--- config.mk ---
export PLATFORM = sky130hd
export DESIGN_NAME = usb_tx_sequencer
export DESIGN_NICKNAME = d
export VERILOG_FILES = /design/src/rtl/usb_tx_sequencer.sv
export SDC_FILE = /design/constraint.sdc
export NUM_CORES = 1
export LEC_CHECK = 0
export BUFFER_PORTS_ARGS = -buffer_cell sky130_fd_sc_hd__clkbuf_2
export CAP_MARGIN = 20
export CORE_MARGIN = 3
export CORE_UTILIZATION = 29
export DETAILED_ROUTE_END_ITERATION = 16
export GPL_ROUTABILITY_DRIVEN = 1
export PLACE_DENSITY = 0.43
export REMOVE_ABC_BUFFERS = 1
export SYNTH_ARGS = -nofsm -noshare
export SYNTH_HDL_FRONTEND = slang
export SYNTH_SLANG_ARGS = --single-unit
--- constraint.sdc ---
create_clock -name clk -period 3.8 [get_ports clk]
set_input_delay 0.38 -clock clk [delete_from_list [all_inputs] [get_ports clk]]
set_output_delay 0.38 -clock clk [all_outputs]
set_load 0.01 [all_outputs]
--- src/rtl/usb_tx_sequencer.sv ---
// Buffers 8-bit ADC samples, frames them behind a sync byte and paces each
// byte into an FT232H-style synchronous FIFO via txe_n, driving fifo_driver.
//
// state   | meaning
// S_IDLE  | waiting for enable and a buffered byte (code 0)
// S_LOAD  | tx_data stable, waiting for txe_n low (code 0)
// S_WRITE | wr low for one cycle, byte offered (code 1)
// S_HOLD  | wr high recovery cycle after an accepted byte (code 2)
module usb_tx_sequencer #(
  parameter int          DEPTH     = 16,
  parameter int          FRAME_LEN = 64,
  parameter logic [7:0]  SYNC_BYTE = 8'hA5
) (
  input  logic        clk,
  input  logic        rst,
  input  logic        enable,
  input  logic [7:0]  sample_data,
  input  logic        sample_valid,
  output logic        sample_ready,
  input  logic        txe_n,
  output logic [1:0]  state,
  output logic [7:0]  tx_data,
  output logic [15:0] overflow_count,
  output logic        busy
);

  localparam int AW = $clog2(DEPTH);

  typedef enum logic [1:0] {S_IDLE, S_LOAD, S_WRITE, S_HOLD} fsm_t;

  fsm_t          fsm;
  logic [7:0]    mem [DEPTH];
  logic [AW-1:0] wr_ptr;
  logic [AW-1:0] rd_ptr;
  logic [AW:0]   count;
  logic [7:0]    frame_pos;
  logic          full;
  logic          push;
  logic          pop;
  logic          last_in_frame;

  assign full          = (count == (AW+1)'(DEPTH));
  assign sample_ready  = !full;
  assign push          = sample_valid && !full;
  // Only data bytes consume buffer entries; the sync byte is synthesized.
  assign pop           = (fsm == S_WRITE) && !txe_n && (frame_pos != 8'd0);
  assign last_in_frame = (frame_pos == 8'(FRAME_LEN));

  always_ff @(posedge clk) begin
    if (push) mem[wr_ptr] <= sample_data;
  end

  always_ff @(posedge clk or posedge rst) begin
    if (rst) begin
      wr_ptr <= '0;
      rd_ptr <= '0;
      count  <= '0;
    end else begin
      if (push) wr_ptr <= wr_ptr + 1'b1;
      if (pop)  rd_ptr <= rd_ptr + 1'b1;
      case ({push, pop})
        2'b10:   count <= count + 1'b1;
        2'b01:   count <= count - 1'b1;
        default: count <= count;
      endcase
    end
  end

  always_ff @(posedge clk or posedge rst) begin
    if (rst) begin
      overflow_count <= '0;
    end else if (sample_valid && full && (overflow_count != 16'hFFFF)) begin
      overflow_count <= overflow_count + 16'd1;
    end
  end

  always_ff @(posedge clk or posedge rst) begin
    if (rst) begin
      fsm       <= S_IDLE;
      state     <= 2'd0;
      busy      <= 1'b0;
      tx_data   <= 8'h00;
      frame_pos <= 8'd0;
    end else begin
      case (fsm)
        S_IDLE: begin
          if (enable && (count != '0)) begin
            tx_data <= (frame_pos == 8'd0) ? SYNC_BYTE : mem[rd_ptr];
            fsm     <= S_LOAD;
            state   <= 2'd0;
            busy    <= 1'b1;
          end else if (!enable) begin
            frame_pos <= 8'd0;
          end
        end
        S_LOAD: begin
          if (!txe_n) begin
            fsm   <= S_WRITE;
            state <= 2'd1;
          end
        end
        S_WRITE: begin
          if (!txe_n) begin
            frame_pos <= last_in_frame ? 8'd0 : frame_pos + 8'd1;
            fsm       <= S_HOLD;
            state     <= 2'd2;
          end else begin
            // Rejected by the FIFO: re-present the same byte.
            fsm   <= S_LOAD;
            state <= 2'd0;
          end
        end
        S_HOLD: begin
          fsm   <= S_IDLE;
          state <= 2'd0;
          busy  <= 1'b0;
        end
        default: begin
          fsm   <= S_IDLE;
          state <= 2'd0;
          busy  <= 1'b0;
        end
      endcase
    end
  end

endmodule

==> summary.txt <==
RUN STATUS
----------------------------------------------------------------------------------
Run status                                                            finished clean

SYNTHESIS
----------------------------------------------------------------------------------
Post-synth design cell area                                            0.00755 mm2
EDFF count, synth                                                              128
Synthesized flop and latch total                                               178
Yosys warning total                                                              0
Most frequent cells after synthesis                                   sky130_fd_sc_hd__edfxtp_1, sky130_fd_sc_hd__dfrtp_1, sky130_fd_sc_hd__mux4_2
Share of the yosys chip area belonging to registers                          0.675
Fraction of registers with async set or reset after synthesis                0.281
Average instance area after synthesis                                     16.2 um2
Leading cell type by number of instances after synthesis              sky130_fd_sc_hd__edfxtp_1
Synth top area share                                                         0.509
Post-synth cell types                                                           51
Mapped Cells                                                                   467
Primary FF master, synth                                              sky130_fd_sc_hd__edfxtp_1
Top post-synthesis cells by area                                      sky130_fd_sc_hd__edfxtp_1, sky130_fd_sc_hd__dfrtp_1, sky130_fd_sc_hd__mux4_2, sky130_fd_sc_hd__mux2i_1, sky130_fd_sc_hd__ha_1
Cell type with the highest aggregate area in the netlist              sky130_fd_sc_hd__edfxtp_1

CLOCK NETWORK
----------------------------------------------------------------------------------
Worst-case clock buffer depth                                                    2
Htree depth                                                                      4
Clock network latency to the later pin of the worst-skew pair              0.44 ns
Root buffer cell                                                      sky130_fd_sc_hd__clkbuf_16
Number of instances resized during post-cts repair                               0
Clock slew seen by the registers of the worst setup and hold paths         0.07 ns
Num Clock Sinks                                                                178
Num CTS Buffers                                                                 17
TritonCTS clock tree                                                           yes
Hold_buf cts                                                                     0
Post-CTS Setup Repair Bufs                                                       0

DETAILED ROUTING
----------------------------------------------------------------------------------
Detailed-routing iteration count for the pre-antenna-repair pass                 4
Total vias in the final route                                                 4212
WL per Instance                                                            19.6 um
Total detailed-routing wirelength                                          17.2 mm
Antenna-violating nets left                                                      0
Routed via count divided by cell count                                        4.80
Detailed router's first-iteration violation count                              268
Remaining routing DRC violations                                                 0

PLACEMENT
----------------------------------------------------------------------------------
Cell area after placement                                              0.00829 mm2
Worst Setup Slack post-DPL                                                0.887 ns
Port Buffer Count                                                               40
Last weighted congestion value of the routability-driven placer              0.755
Final HPWL DP                                                              11.3 mm

STA
----------------------------------------------------------------------------------
Final worst-path cycle share                                                 0.774
Worst setup skew after layout                                            0.0153 ns
Actual transition at the worst max-transition pin                          1.00 ns
RSZ-0062 raised after global routing                                         false
Post-route worst hold slack                                               0.207 ns
Minimum clock period                                                       2.94 ns
F_max                                                                      340 MHz
Total negative slack                                                          0 ns
Final Hold Violating Endpoints                                                   0
Number of setup violations in the final report                                   0
Worst slew margin                                                            0.333
Final worst setup slack                                                   0.860 ns
Max Transition Viols Final                                                       0

GLOBAL ROUTE
----------------------------------------------------------------------------------
Residual overflow from global routing                                            0
Global-route wire length before repair                                     26.4 mm
Pin count of the biggest net entering global routing                            51
Vias in the first global route                                                4356
Tot GR Track Use                                                             0.126
Initial antenna violation count                                                  0

FLOORPLAN
----------------------------------------------------------------------------------
Number of top-level pins                                                        41
Height of the die                                                           167 um
Number of placement rows                                                        58
Die X-Extent                                                                167 um
Core area                                                               0.0254 mm2
Effective utilization at floorplan                                           0.297
Die Area                                                                0.0280 mm2

WORST SETUP PATH
----------------------------------------------------------------------------------
Worst Path Class, Setup                                                    reg2reg
Signal arrival time at the worst endpoint                                  3.25 ns
Category of the worst setup path capture point                           flip-flop
Data required time of the critical path                                    4.11 ns
CP startpoint kind                                                       flip-flop
Critical path fanouts, max                                                       9

CELLS AND AREA
----------------------------------------------------------------------------------
Share of layout cells above drive strength 1                                 0.267
ANT cells                                                                        0
Final std cell area, no fill                                           0.00894 mm2
Number of nets in the layout                                                   559
Signed area change from the synthesized netlist to the final layout          18.4%

PWR
----------------------------------------------------------------------------------
Relative contribution of sequential cells to total power                     0.450
Power after layout                                                         5820 uW
Portion of total power attributed to combinational logic                     0.242
Leakage power figure                                                    0.00326 uW
Switching share of power                                                     0.323
Maximum vdd ir drop                                                       0.389 mV
Switching pwr                                                              1880 uW
Relative contribution of the clock network to total power                    0.308
Ratio of total power to cell area                                       651 mW/mm2
Internal power component                                                   3940 uW

JOB
----------------------------------------------------------------------------------
MaxCap Viol Count                                                                0

WORST HOLD PATH
----------------------------------------------------------------------------------
Class of the most critical hold timing path                                 in2reg

-- worst paths after layout --
path	startpoint	to	slack [ns]	cells past startpoint
setup / recovery	count[1]$_DFFE_PP0P_	count[4]$_DFFE_PP0P_	0.86	10
hold / removal	txe_n	fsm[1]$_DFFE_PP0P_	0.21	2
setup reg to reg	count[1]$_DFFE_PP0P_	count[4]$_DFFE_PP0P_	0.86	10
hold reg to reg	overflow_count[9]$_DFFE_PP0P_	overflow_count[9]$_DFFE_PP0P_	0.50	1
max in group asynchronous	rst	rd_ptr[2]$_DFFE_PP0P_	2.81	4
min in group asynchronous	rst	overflow_count[15]$_DFFE_PP0P_	0.46	3
-- metal layers --
layer / share of wire / GRT usage
met1: 0.47 / 0.168
met2: 0.49 / 0.207
met3: 0.030 / 0.0279
met4: 0.012 / 0.0366
met5: 0 / 0
-- flip-flops by register name (all words and copies together), names as in the netlist --
signal and cells:
busy 1, count 5, frame_pos 8, fsm 2, mem 128, overflow_count 16, rd_ptr 4, state 2
tx_data 8, wr_ptr 4
-- area by class of cell --
type	instances	area, um2
repair buffers	69	453
inverters	12	45.0
clock inverters	15	198
well taps	330	413
flip-flops and latches	178	5100
multi-input cells	256	2310
clock buffers	17	425
fillers	2436	16500
-- power groups by stage --
stage	logic, uW	registers (uW)	clock network, uW
floorplan	815	2700	0
global placement	1350	2690	0
detailed placement	1430	2670	0
CTS	1440	2630	1850
global route	1550	2660	1930
finish	1410	2620	1790
-- per-stage QoR --
| stage | std cells | util |
|---|---|---|
| final | 877 | 0.352 |
| after floorplan | 446 | - |
| after detailed placement | 843 | 0.326 |
| after global placement | 842 | 0.325 |
| after CTS | 875 | 0.351 |
| after global routing | 877 | 0.352 |
-- critical path: stages, from the launching register on --
cell and delay, ns:
sky130_fd_sc_hd__dfrtp_1 0.50, sky130_fd_sc_hd__nor4_1 0.13, sky130_fd_sc_hd__a21boi_1 0.64, sky130_fd_sc_hd__inv_1 0.15, sky130_fd_sc_hd__ha_1 0.36, sky130_fd_sc_hd__xor2_1 0.18
sky130_fd_sc_hd__ha_1 0.22, sky130_fd_sc_hd__o211a_1 0.21, sky130_fd_sc_hd__o31ai_1 0.19, sky130_fd_sc_hd__a31oi_1 0.07, sky130_fd_sc_hd__xor2_1 0.16
-- kinds of logic (layout without fill, tap and decap cells) --
family,count (synthesis),in the layout,share of synthesized area
flip-flops,178,178,0.675
AND/OR/NAND/NOR,99,99,0.0703
multiplexers,62,62,0.133
AO/OA/AOI/OAI,58,58,0.0535
buffers and inverters,33,113,0.0191
XOR/XNOR,25,25,0.0290
adder cells (fa/ha/maj),12,12,0.0199
-- layout by cell type, fill, tap and decap left out, drive strengths merged, types with 4 or more instances in the layout --
cell type	count
a21oi	7
a22o	8
and3	6
and4	4
buf	28
clkbuf	57
clkinv	8
dfrtp	50
edfxtp	128
ha	12
inv	18
mux2	9
mux2i	23
mux4	30
nand2	17
nand2b	8
nand4	11
nor2	23
nor2b	5
nor3	9
nor4	4
o21ai	15
o22ai	5
xnor2	14
xor2	11
Power figures use the tool's default switching activity.
